[src/rtl/sobel_frame_ctrl.sv]
`default_nettype none
//==============================================================================
// sobel_frame_ctrl : streams one frame through the RGB Sobel filter and stores
//                    the results, with pause, drain and drain watchdog. Rev 1.0
//==============================================================================
module sobel_frame_ctrl #(
    parameter int WIDTH   = 128,
    parameter int HEIGHT  = 128,
    parameter int ADDR_W  = 14,
    parameter int TIMEOUT = 255
) (
    input  logic              clk,
    input  logic              xrst,
    input  logic              start,
    input  logic              pause,
    output logic              busy,
    output logic              done,
    output logic              err,
    output logic              rd_en,
    output logic [ADDR_W-1:0] rd_addr,
    input  logic [23:0]       rd_data,
    input  logic              flt_rcv_req,
    output logic              flt_rcv_ack,
    output logic [23:0]       flt_pixel,
    output logic              flt_snd_req,
    input  logic              flt_snd_ack,
    input  logic [23:0]       flt_result,
    output logic              wr_en,
    output logic [ADDR_W-1:0] wr_addr,
    output logic [23:0]       wr_data
);

    localparam int CNT_W = ADDR_W + 1;
    localparam int WD_W  = (TIMEOUT < 1) ? 1 : $clog2(TIMEOUT + 1);
    localparam int PIXELS = WIDTH * HEIGHT;
    localparam logic [CNT_W-1:0] FRAME_END  = CNT_W'(PIXELS);
    localparam logic [CNT_W-1:0] FRAME_LAST = CNT_W'(PIXELS - 1);
    localparam logic [WD_W-1:0]  WD_LIMIT   = WD_W'(TIMEOUT);

    localparam logic [1:0] S_IDLE  = 2'd0;
    localparam logic [1:0] S_FETCH = 2'd1;
    localparam logic [1:0] S_DRAIN = 2'd2;
    localparam logic [1:0] S_DONE  = 2'd3;

    logic [1:0]       r_state;
    logic [1:0]       w_state_nxt;
    logic [CNT_W-1:0] r_in_cnt;
    logic [CNT_W-1:0] r_out_cnt;
    logic [WD_W-1:0]  r_wdog;
    logic             r_err;
    logic             r_rcv_ack;
    logic             r_wr_en;
    logic [ADDR_W-1:0] r_wr_addr;
    logic [23:0]      r_wr_data;

    logic w_accept;
    logic w_issue;
    logic w_capture;
    logic w_frame_out;
    logic w_wdog_hit;

    assign w_accept    = (r_state == S_IDLE) && start;
    assign w_issue     = (r_state == S_FETCH) && flt_rcv_req && !pause;
    assign w_frame_out = (r_out_cnt == FRAME_END);
    // Surplus acks beyond a full frame are dropped so out_cnt never passes FRAME_END.
    assign w_capture   = ((r_state == S_FETCH) || (r_state == S_DRAIN)) && flt_snd_ack && !w_frame_out;
    assign w_wdog_hit  = (r_wdog == WD_LIMIT);

    always_ff @(posedge clk or negedge xrst) begin
        if (!xrst) begin
            r_state <= S_IDLE;
        end else begin
            r_state <= w_state_nxt;
        end
    end

    always_comb begin
        w_state_nxt = r_state;
        case (r_state)
            S_IDLE:  if (start) w_state_nxt = S_FETCH;
            S_FETCH: if (w_issue && (r_in_cnt == FRAME_LAST)) w_state_nxt = S_DRAIN;
            S_DRAIN: if (w_frame_out || w_wdog_hit) w_state_nxt = S_DONE;
            default: w_state_nxt = S_IDLE;
        endcase
    end

    always_comb begin
        busy        = (r_state == S_FETCH) || (r_state == S_DRAIN);
        done        = (r_state == S_DONE);
        rd_en       = w_issue;
        rd_addr     = w_issue ? r_in_cnt[ADDR_W-1:0] : '0;
        flt_snd_req = ((r_state == S_FETCH) && !pause) || (r_state == S_DRAIN);
    end

    always_ff @(posedge clk or negedge xrst) begin
        if (!xrst) begin
            r_in_cnt  <= '0;
            r_out_cnt <= '0;
            r_wdog    <= '0;
            r_err     <= 1'b0;
            r_rcv_ack <= 1'b0;
            r_wr_en   <= 1'b0;
            r_wr_addr <= '0;
            r_wr_data <= '0;
        end else begin
            // Ack follows the read strobe by the memory latency, whatever the state.
            r_rcv_ack <= w_issue;
            r_wr_en   <= w_capture;
            if (w_capture) begin
                r_wr_addr <= r_out_cnt[ADDR_W-1:0];
                r_wr_data <= flt_result;
            end
            if (w_accept) begin
                r_in_cnt  <= '0;
                r_out_cnt <= '0;
                r_wdog    <= '0;
                r_err     <= 1'b0;
            end else begin
                if (w_issue)   r_in_cnt  <= r_in_cnt + 1'b1;
                if (w_capture) r_out_cnt <= r_out_cnt + 1'b1;
                if (r_state == S_DRAIN) begin
                    if (flt_snd_ack)      r_wdog <= '0;
                    else if (!w_wdog_hit) r_wdog <= r_wdog + 1'b1;
                    if (w_wdog_hit && !w_frame_out) r_err <= 1'b1;
                end
            end
        end
    end

    assign err         = r_err;
    assign flt_rcv_ack = r_rcv_ack;
    assign flt_pixel   = rd_data;
    assign wr_en       = r_wr_en;
    assign wr_addr     = r_wr_addr;
    assign wr_data     = r_wr_data;

endmodule
`default_nettype wire

[config.mk]
export PLATFORM = sky130hd
export DESIGN_NAME = sobel_frame_ctrl
export DESIGN_NICKNAME = d
export VERILOG_FILES = /design/src/rtl/sobel_frame_ctrl.sv
export SDC_FILE = /design/constraint.sdc
export NUM_CORES = 1
export LEC_CHECK = 0
export BUFFER_PORTS_ARGS = -buffer_cell sky130_fd_sc_hd__buf_4
export CAP_MARGIN = 0
export CELL_PAD_IN_SITES_DETAIL_PLACEMENT = 0
export CELL_PAD_IN_SITES_GLOBAL_PLACEMENT = 1
export CORE_AREA = 3 3 104 106
export CTS_CLUSTER_SIZE = 40
export DETAILED_ROUTE_END_ITERATION = 10
export DIE_AREA = 0 0 107 109
export HOLD_SLACK_MARGIN = 0.12
export PLACE_DENSITY_LB_ADDON = 0.1
export SLEW_MARGIN = 20
export SYNTH_ARGS = -nofsm -noshare
export SYNTH_HDL_FRONTEND = slang
export SYNTH_SLANG_ARGS = --single-unit
[constraint.sdc]
create_clock -name clk -period 5.9 [get_ports clk]
set_clock_uncertainty 0.15 [all_clocks]
set_input_delay 0.59 -clock clk [delete_from_list [all_inputs] [get_ports clk]]
set_output_delay 0.59 -clock clk [all_outputs]
set_load 0.03 [all_outputs]
* Word-level counts from Yosys, hierarchy flattened
Index checks and enable logic that the tools add are counted.
** Word-level totals
- Flip-flop bits (word level) :: 81
- Input bits :: 54
- Output and inout bits :: 83
- Logic and storage cells :: 59
** Cells by class
- Add/subtract/negate cells :: 3
- Eq/ne operators :: 10
- Mux-type cells :: 16
- Reductions and logical operators :: 21
** Operators with widths (count)
- 15-bit 2-to-1 mux :: 4
- 8-bit 2-to-1 mux :: 4
- 15-bit by 1-bit adder with 15-bit output, second input constant :: 2
- 15-bit by 14-bit == test with 1-bit output, second input constant :: 1
- 15-bit == test, second input constant :: 1
- 14-bit 2-to-1 mux :: 1
- 8-bit by 1-bit adder with 8-bit output, second input constant :: 1
- 8-bit == test, second input constant :: 1
- 1-bit logical AND :: 8
- 2-bit nonzero test :: 4
- 2-bit 2-to-1 mux :: 3
- 2-bit != test, second input constant :: 3
- 2-bit one-hot mux with 3 select lines :: 1
- 2-bit == test, second input constant :: 2
- 2-bit AND reduction :: 2
- 1-bit logical OR :: 3
- 1-bit 2-to-1 mux :: 3
- 3-bit != test, second input constant :: 1
- 3-bit AND reduction :: 1
- 2-bit by 1-bit == test with 1-bit output, second input constant :: 1
- 1-bit logical NOT :: 2
- 2-bit logical NOT :: 1

* Depth between registers and ports, before layout
Gate-level depths: netlist of run 1.
- Depth after elaboration :: 6
- Mapped depth :: 9
- Mapped depth without buffers :: 7

* Worst setup path before layout of run 1
No wires, ideal clock.
- Path kind :: in2out
- From :: input pause
- To :: output rd_addr[10]
- Arrival time :: 1.989 ns
- Setup slack :: 3.171 ns
- Stages :: 4
- Buffers on the path :: 2
- Path through :: and3b_1 > clkbuf_1 > clkbuf_1 > and2_1
** On the way
- Word-level cells in the longest chain between the ends :: 3
** Ends and longest elaborated chain
- start: declaration :: line 15 : input logic pause,
- 1-bit logical NOT :: line 63 : assign w_issue = (r_state == S_FETCH) && flt_rcv_req && !pause;
- 1-bit logical AND :: line 63
- net rd_en :: line 19 : output logic rd_en,
- 14-bit 2-to-1 mux :: line 91 : rd_addr = w_issue ? r_in_cnt[ADDR_W-1:0] : '0;
- end: declaration :: line 20 : output logic [ADDR_W-1:0] rd_addr,
The timed path passes the listed nets, and every way through them passes these cells.

* Worst setup path in the final report of run 1
- From :: register r_out_cnt[0]
- To :: register r_wr_data[13] (netlist: wr_data[13])
** On the way
- Word-level cells in the longest chain between the ends :: 3
** Ends and longest elaborated chain
- start: declaration :: line 48 : logic [CNT_W-1:0] r_out_cnt;
- start signal: assignment :: line 120 : if (w_capture) r_out_cnt <= r_out_cnt + 1'b1;
- 15-bit == test :: line 64 : assign w_frame_out = (r_out_cnt == FRAME_END);
- 1-bit logical NOT :: line 66 : assign w_capture = ((r_state == S_FETCH) || (r_state == S_DRAIN)) && flt_snd_ack && !w_frame_out;
- 1-bit logical AND :: line 66
- end signal: assignment :: line 111 : r_wr_data <= flt_result;
- end: declaration :: line 54 : logic [23:0] r_wr_data;
No other way between the ends.
A chain may end at the register's enable or synchronous reset.

==> metrics.cfg, run 1 <==
[status]
outcome=finished, final reports clean

[worst_hold_path]
hp-class=in2async

[timing]
rsz0062_at_grt=no
final_hold_viol_count=0
worst_pin_slew_ns=0.778
timing.fmax_ghz=0.334
post-route-min-period_ns=2.99
drv_slew=0
tns_ns=0
fin_hold_ws_ns=0.0971
slew-limit-headroom_pct=48.1
period_share_pct=50.7
setup_viol=0

[clock_network]
clkSinkCount=81
htreeDepth=3
cts_hold_buf=0
root_buffer=clkbuf_8
cts_inserted_buffers=9
cts_setup_buffers=0
clockBufferDepth=2
clock_latency_ns=0.34
clkSlewWorstSetupHoldPaths_ns=0.09
cts_tree=yes
cts_resized=0

[synth]
synthTopCellsByCount=81 x dfrtp_1, 37 x mux2_4, 30 x nor2_1
synthArstFlopShare_pct=100
yosys_warnings=0
syn_nets=426
synth_top_cell_area_share_pct=47.4
synth_cell_types=51
avgSynthCellArea_sq_um=11.7
ys_ff_latch=81
yosys_most_used_dff=dfrtp_1
yosysMostFrequentCell=dfrtp_1
synth_top_cell_by_area=dfrtp_1
yosys-top-cells-area=dfrtp_1 47%, mux2_4 13%, buf_4 4.2%
syn_area_sq_um=4270
yosysSeqAreaShare_pct=47.4
synth_edf_count=0
netlist_instances=364

[finish]
drive_above_1_share_pct=36.5
final_cell_area_sq_um=5040
area_delta_synth_final_pct=17.9
finalNetCount=484
antenna_cells=0
postLayoutCoreUtil_pct=51.1

[placed_design]
dpl.hpwl_mm=5.81
placed_cell_area_sq_um=4810
portBuffers=88
routabilityCongestion=0.741

[worst_setup_path]
required_ns=5.98
criticalPathCategory=reg2reg
cp_slowest_cell=buf_4
reg2reg_slack_ns=2.91
startpoint_type=flip-flop
path_cells=inv_1, ha_1, nor4b_1, and4_1, nor2_4, buf_4, mux2_2
end_kind=flip-flop
path_max_fanout=33
max_stage_delay_ns=0.56
arrival_ns=3.07

[global_routing]
overflow=0
antenna_found_initial=0
track_usage_pct=15.2
grt_pass1_wl_mm=14.1
grt_pass1_vias=2842
grt_start_max_net_pins=82

[power]
power_density_nw_per_um2=439
p_clk_share_pct=20.5
peakVddDrop_mv=0.269
p_seq_share_pct=35.3
p_int_uw=1380
power_frac_comb_pct=44.2
swShare_pct=37.6
netSwitchingPower_uw=831
leakagePower_uw=0.00238
p_total_uw=2210

[flow_run]
max-cap-violations=0

[detailed_routing]
wl_per_cell_um=15.3
routed_wl_mm=8.55
first_pass_iters=4
drtAntennaViolNets=0
avgViaCountPerCell=5.07
drt_iter0_markers=162
num_vias=2838
drc_errors=0

[floorplanning]
fp-row-count=36
coreArea_sq_um=9860
die_x_um=107
dieArea_sq_um=11700
initial_utilization_pct=43.3
die_y_um=109
ioPinCount=137

logic make-up after synthesis:
logic type / share of synthesized area, %
flops: 47.4
simple gates: 18.3
mux: 14.0
fa+ha+maj: 2.34
buf+inv: 7.76
xor+xnor: 4.92
compound gates: 5.24
stage by stage:
stage | setup slack, ns | std cells
detailed placement | 2.91 | 544
global placement | 2.98 | 544
CTS | 2.90 | 560
finish | 2.91 | 560
floorplan | 3.17 | 364
global route | 2.69 | 560
power by group through the flow:
stage / logic [uW] / clock network [uW] / registers, uW
2_1_floorplan: 570 / 0 / 963
3_3_place_gp: 978 / 0 / 789
3_5_place_dp: 997 / 0 / 787
4_1_cts: 993 / 466 / 783
5_1_grt: 1050 / 485 / 803
6_report: 978 / 452 / 782
final timing paths:
| path | from | endpoint | cells past startpoint |
|---|---|---|---|
| min in group clk | start | r_wdog[0] | 2 |
| max in group asynchronous | xrst | r_out_cnt[0] | 1 |
| max reg2reg | r_out_cnt[0] | wr_data[13] | 7 |
| max | r_out_cnt[0] | wr_data[13] | 7 |
| min | xrst | r_in_cnt[5] | 1 |
| min reg2reg | wr_addr[9] | wr_addr[9] | 1 |
worst max-delay path: cells and delay by family (launching register included):
kind / cells / cell delay [ns]
adders and majority gates: 1 / 0.19
and+or+nand+nor: 3 / 1.04
DFF: 1 / 0.45
muxes: 1 / 0.39
buffers and inverters: 2 / 0.63
layout by cell type, fill, tap and decap left out, drive strengths merged, types with 2 or more instances in the layout:
master  synthesis  final
buf            35     90
dfrtp          81     81
mux2           39     39
nor2           31     31
xnor2          19     19
and2           16     16
nand2          15     15
nand3          14     14
clkbuf          8     12
a21oi          11     11
nor4b           9      9
inv             8      8
ha              8      8
and3            8      8
o21ai           7      7
nand4           7      7
and4            5      5
xor2            5      5
or3             4      4
nor2b           4      4
nor4            4      4
a21o            3      3
a31oi           3      3
nand3b          3      3
mux2i           2      2
a31o            2      2
a211oi          2      2
bufinv          0      2
area by class of cell:
type                            instances  area, sq um
Clock buffer                           12          145
Clock inverter                          4         76.3
Fill cell                             892         4830
Inverter                                8         30.0
Multi-Input combinational cell        232         1910
Sequential cell                        81         2030
Tap cell                              133          166
Timing Repair Buffer                   90          679
routing by layer:
layer  vias to the layer above  wire, um  GRT usage (%)
met4                         0       147           5.94
met2                        77      4030           24.7
li1                       1359         -              -
met5                         -         0              0
met1                      1382      3920           19.9
met3                        20       445           3.26
state kept, by name, summed over array words and instances (netlist names):
name and flops:
wr_en 1, r_in_cnt 15, r_wdog 8, wr_data 24, r_state 2, wr_addr 14, flt_rcv_ack 1, r_out_cnt 15
err 1
No activity file was read; power rests on OpenSTA's default activity.
==> inputs of run 2 (changes only) <==
--- a/config.mk
+++ b/config.mk
@@ -5,14 +5,15 @@
 export SDC_FILE = /design/constraint.sdc
 export NUM_CORES = 1
 export LEC_CHECK = 0
+export ABC_AREA = 1
 export BUFFER_PORTS_ARGS = -buffer_cell sky130_fd_sc_hd__buf_4
 export CAP_MARGIN = 0
 export CELL_PAD_IN_SITES_DETAIL_PLACEMENT = 0
 export CELL_PAD_IN_SITES_GLOBAL_PLACEMENT = 1
-export CORE_AREA = 3 3 104 106
+export CORE_AREA = 3 3 113 115
 export CTS_CLUSTER_SIZE = 40
 export DETAILED_ROUTE_END_ITERATION = 10
-export DIE_AREA = 0 0 107 109
+export DIE_AREA = 0 0 116 118
 export HOLD_SLACK_MARGIN = 0.12
 export PLACE_DENSITY_LB_ADDON = 0.1
 export SLEW_MARGIN = 20
==> constraint.sdc (replaced) <==
create_clock -name clk -period 3.1 [get_ports clk]
set_clock_uncertainty 0.15 [all_clocks]
set_input_delay 0.31 -clock clk [delete_from_list [all_inputs] [get_ports clk]]
set_output_delay 0.31 -clock clk [all_outputs]
set_load 0.03 [all_outputs]
==> metrics.cfg, run 2 <==
[synth]
ys_ff_latch=81
yosys-top-cells-area=dfrtp_1 48%, nand2_1 16%, nor2_1 5.6%
syn_area_sq_um=4260
synth_top_cell_by_area=dfrtp_1
synth_top_cell_area_share_pct=47.6
synth_edf_count=0
syn_nets=625
synthArstFlopShare_pct=100
yosys_most_used_dff=dfrtp_1
netlist_instances=563
avgSynthCellArea_sq_um=7.56
synthTopCellsByCount=180 x nand2_1, 81 x dfrtp_1, 64 x nor2_1
yosysMostFrequentCell=nand2_1
yosysSeqAreaShare_pct=47.6
yosys_warnings=0
synth_cell_types=26

[finish]
finalNetCount=714
area_delta_synth_final_pct=26.9
largest_reg_flops=24
final_cell_mix=180 x nand2_1, 92 x buf_4, 81 x dfrtp_1, 64 x nor2_1, 60 x inv_1
nFillCells=1224
final_common_cell=nand2_1
antenna_cells=0
drive_above_1_share_pct=17.0

[clock_network]
htreeDepth=3
root_buffer=clkbuf_16
clkSinkCount=81
cts_setup_buffers=0
clkSlewWorstSetupHoldPaths_ns=0.06
cts_tree=yes
clock_latency_ns=0.35
clockBufferDepth=2
cts_resized=0
cts_inserted_buffers=9

[global_routing]
grt_pass1_vias=3833
grt_start_max_net_pins=46
overflow=0
antenna_found_initial=0
track_usage_pct=17.0
grt_pass1_wl_mm=18.4

[worst_setup_path]
required_ns=2.64
crit_top_cell=inv_1
max_stage_delay_ns=0.42
cp_slowest_cell=dfrtp_1
worst_r2r_path_depth=10
reg2reg_slack_ns=0.81
arrival_ns=1.94
timing.rr.start=r_out_cnt[0]
end_kind=output port
path_cells=inv_1, ha_1, nand3b_2, inv_1, buf_4
worstReg2RegEnd=r_out_cnt[0]
startpoint_type=flip-flop
criticalPathCategory=reg2out
path_max_fanout=18

[detailed_routing]
routed_wl_mm=11.1
wl_per_cell_um=13.8
num_vias=3776
first_pass_iters=4
drt_iter0_markers=197
drtAntennaViolNets=0
drc_errors=0
avgViaCountPerCell=4.70

[worst_hold_path]
min-delay-start=flt_snd_ack
holdPathStages=4
hp-class=in2reg
hold_path_end=r_wdog[5]

[placed_design]
routabilityCongestion=0.830
portBuffers=88
dp_slack_ns=0.799
dpl.hpwl_mm=7.86

[floorplanning]
dieArea_sq_um=13700
coreArea_sq_um=11900
die_x_um=116
ioPinCount=137
initial_utilization_pct=35.8
die_y_um=118
fp-row-count=40

[timing]
slew-limit-headroom_pct=56.3
period_share_pct=77.5
drv_slew=0
setup_viol=0
rsz0062_at_grt=no
final_hold_viol_count=0
worst_pin_slew_ns=0.655
timing.fmax_ghz=0.416
setup_ws_ns=0.698
tns_ns=0
post-route-min-period_ns=2.40

[flow_run]
max-cap-violations=0

[power]
power_density_nw_per_um2=834
leakagePower_uw=0.00272
peakVddDrop_mv=0.344

[status]
outcome=finished, final reports clean

[run 2: layer usage]
metal  global-route usage, %  share of wire (%)  wire length [um]  vias up
li1                        -                  -                 -     1941
met5                       0                  0                 0        -
met2                    26.6                 47              5230       79
met1                    22.6                 47              5200     1735
met4                    7.32                1.6               178        0
met3                    3.60                4.2               465       21
[run 2: cell type report]
class | instances | area [sq um] | area share [%]
Sequential cell | 81 | 2030 | 37.5
Multi-Input combinational cell | 382 | 1730 | 32.0
Tap cell | 147 | 184 | 3.40
Timing Repair Buffer | 117 | 941 | 17.4
Clock inverter | 6 | 67.6 | 1.25
Clock buffer | 10 | 229 | 4.24
Inverter | 61 | 229 | 4.24
[run 2: worst max-delay path by stage]
stage,cells past startpoint,from,slack [ns],to
after floorplan,8,r_state[1],1.05,r_in_cnt[9]
final,5,r_state[1],0.70,rd_en
after CTS,5,r_state[1],0.67,rd_en
after global routing,10,r_out_cnt[0],0.50,r_out_cnt[10]
after detailed placement,10,r_out_cnt[0],0.80,r_out_cnt[0]
after global placement,10,r_out_cnt[0],0.85,r_out_cnt[10]
[run 2: where the power goes]
group	internal, uW	switching (uW)
Combinational	607	1290
Clock	627	449
Sequential	1340	201
Total	2570	1940
[run 2: per-stage QoR]
step                hold WS [ns]  area, sq um  power, uW  utilization [%]  cells
CTS                        0.129         5410       4580             45.4    804
detailed placement         0.212         4860       3450             40.8    763
finish                     0.138         5410       4510             45.4    804
global placement           0.215         4860       3440             40.8    763
floorplan                 -0.136         4260       2890                -    563
global route               0.158         5410       4860             45.4    804
[run 2: what timing repair did]
action / in CTS / in global routing
endpoints found under the hold margin: 67 / 0
hold buffers: 25 / 0
endpoints found under the setup margin: 0 / 0
[run 2: kinds of logic after synthesis]
group,Yosys count,share of synthesized area [%]
buffers and inverters,100,11.8
AO/OA/AOI/OAI,57,6.96
XOR/XNOR,3,0.617
adder cells (fa/ha/maj),8,2.35
AND/OR/NAND/NOR,314,30.7
flip-flops,81,47.6
[run 2: worst max-delay path: cells and delay by family, from the launching register on]
family | cells | cell delay, ns
buf+inv | 3 | 0.63
flops | 1 | 0.42
simple gates | 1 | 0.33
fa+ha+maj | 1 | 0.21
==> inputs of run 3 (changes only) <==
--- a/config.mk
+++ b/config.mk
@@ -5,7 +5,7 @@
 export SDC_FILE = /design/constraint.sdc
 export NUM_CORES = 1
 export LEC_CHECK = 0
-export ABC_AREA = 1
+export ABC_AREA = 0
 export BUFFER_PORTS_ARGS = -buffer_cell sky130_fd_sc_hd__buf_4
 export CAP_MARGIN = 0
 export CELL_PAD_IN_SITES_DETAIL_PLACEMENT = 0
==> constraint.sdc (replaced) <==
create_clock -name clk -period 1.93 [get_ports clk]
set_clock_uncertainty 0.15 [all_clocks]
set_input_delay 0.193 -clock clk [delete_from_list [all_inputs] [get_ports clk]]
set_output_delay 0.193 -clock clk [all_outputs]
set_load 0.03 [all_outputs]
==> metrics.cfg, run 3 (same netlist as run 1, synthesis figures left out) <==
[detailed_routing]
num_vias=3324
routed_wl_mm=10.8
drt_iter0_markers=123
drc_errors=0
first_pass_iters=4
drtAntennaViolNets=0
wl_per_cell_um=15.7
avgViaCountPerCell=4.85

[clock_network]
clkSlewWorstSetupHoldPaths_ns=0.06
clock_latency_ns=0.34
cts_inserted_buffers=9
clkSinkCount=81
htreeDepth=3
cts_tree=yes
clockBufferDepth=2
root_buffer=clkbuf_16

[worst_setup_path]
end_kind=flip-flop
path_cells=inv_2, ha_4, and3b_2, nand4_4, o31a_1, a311oi_2, mux2_1
worstReg2RegEnd=r_state[1]
timing.rr.start=r_state[1]
arrival_ns=2.22
crit_end=r_state[1]
startpoint_type=flip-flop
crit_path_start=r_state[1]
criticalPathCategory=reg2reg
max_stage_delay_ns=0.39
crit_family=compound AO/OA/AOI/OAI gates
cp_slowest_cell=dfrtp_1
worst_r2r_path_depth=7
path_max_fanout=3
required_ns=2.00
crit_buf_inv=1
reg2reg_slack_ns=-0.22
path_depth=7

[global_routing]
track_usage_pct=16.2
antenna_found_initial=0
grt_pass1_vias=3451
overflow=0
grt_pass1_wl_mm=17.5
grt_start_max_net_pins=40

[power]
swShare_pct=33.3
power_density_nw_per_um2=1360
netSwitchingPower_uw=3010
leakagePower_uw=0.00312
peakVddDrop_mv=0.734
p_clk_share_pct=24.7
power_frac_comb_pct=49.4
p_seq_share_pct=25.8
p_int_uw=6040

[placed_design]
routabilityCongestion=0.815
placed_cell_area_sq_um=5380
portBuffers=88
dpl.hpwl_mm=7.07
dp_slack_ns=-0.248

[floorplanning]
initial_utilization_pct=35.9
die_x_um=116
ioPinCount=137
fp-row-count=40
die_y_um=118
dieArea_sq_um=13700
coreArea_sq_um=11900

[flow_run]
max-cap-violations=0

[finish]
postLayoutCoreUtil_pct=55.7
drive_above_1_share_pct=51.7
area_delta_synth_final_pct=55.4
final_cell_area_sq_um=6640
finalNetCount=595
antenna_cells=0
final_cell_mix=136 x buf_4, 81 x dfrtp_1, 37 x mux2_4, 29 x nor2_1, 27 x dlygate4sd3_1
largest_reg_flops=24
final_common_cell=buf_4

[timing]
rsz0062_at_grt=yes
drv_slew=0
setup_viol=55
final_hold_viol_count=0
period_share_pct=111
tns_ns=-5.64
worst_pin_slew_ns=0.525
post-route-min-period_ns=2.15
slew-limit-headroom_pct=65.0
setup_ws_ns=-0.220
timing.fmax_ghz=0.465

[status]
outcome=finished with violations
violations=setup timing

[worst_hold_path]
hp-class=in2async

-- run 3: changes by cell type in the layout (fill, tap and decap cells not counted), moves of 21 or more --
cell | before | now
buf_4 | 92 | 136
buf_6 | 0 | 23
inv_1 | 60 | 7
mux2_4 | 0 | 37
nand2_1 | 180 | 14
nand3_1 | 34 | 13
nor2_1 | 64 | 29
o21ai_0 | 34 | 6
-- run 3: worst min path at each step --
stage | slack, ns | cells after the start | from | endpoint
6_report | 0.24 | 2 | xrst | r_in_cnt[5]
5_1_grt | 0.24 | 0 | rd_data[13] | flt_pixel[13]
4_1_cts | 0.23 | 3 | pause | flt_rcv_ack
3_5_place_dp | 0.06 | 1 | xrst | r_in_cnt[5]
3_3_place_gp | 0.06 | 1 | xrst | r_in_cnt[7]
2_1_floorplan | -0.25 | 0 | xrst | err
-- run 3: what timing repair did --
item | in CTS | in global routing
setup buffers | 13 | 8
endpoints found under the setup margin | 70 | 74
hold endpoints to repair | 96 | 0
resized for setup | 35 | 47
gates cloned | 3 | 2
pin swaps | 11 | 22
hold buffers | 27 | 0
-- run 3: area by class of cell --
class	count	area, sq um
tap	147	184
multi-input combinational	232	2140
fill	1001	5270
clock inverter	5	150
timing repair buffer	201	1860
inverter	8	30.0
sequential	81	2030
clock buffer	11	243
-- run 3: worst reg2reg max path, delay by kind of cell (launching register included) --
| kind | cells | cell delay [ns] |
|---|---|---|
| mux | 1 | 0.36 |
| buf+inv | 1 | 0.08 |
| flops | 1 | 0.39 |
| compound gates | 2 | 0.61 |
| fa+ha+maj | 1 | 0.12 |
| simple gates | 2 | 0.34 |
-- run 3: routing by layer --
layer | vias up | global-route usage [%] | wire length [um]
met5 | - | 0 | 0
met4 | 0 | 6.38 | 201
met3 | 19 | 4.52 | 523
met2 | 92 | 24.5 | 4950
met1 | 1632 | 21.7 | 5100
li1 | 1581 | - | -
-- run 3: power groups by stage --
stage | combinational, uW | clock, uW | sequential [uW]
after CTS | 4300 | 2300 | 2330
after global placement | 3560 | 0 | 2340
after global routing | 4720 | 2380 | 2380
after detailed placement | 3600 | 0 | 2330
after floorplan | 1750 | 0 | 2950
final | 4480 | 2240 | 2340
-- run 3: metrics by stage --
stage | cells | hold WS, ns | total power (uW)
final | 685 | 0.236 | 9050
after global placement | 622 | 0.0573 | 5890
after CTS | 678 | 0.230 | 8920
after global routing | 685 | 0.236 | 9480
after detailed placement | 622 | 0.0585 | 5930
after floorplan | 364 | -0.253 | 4690
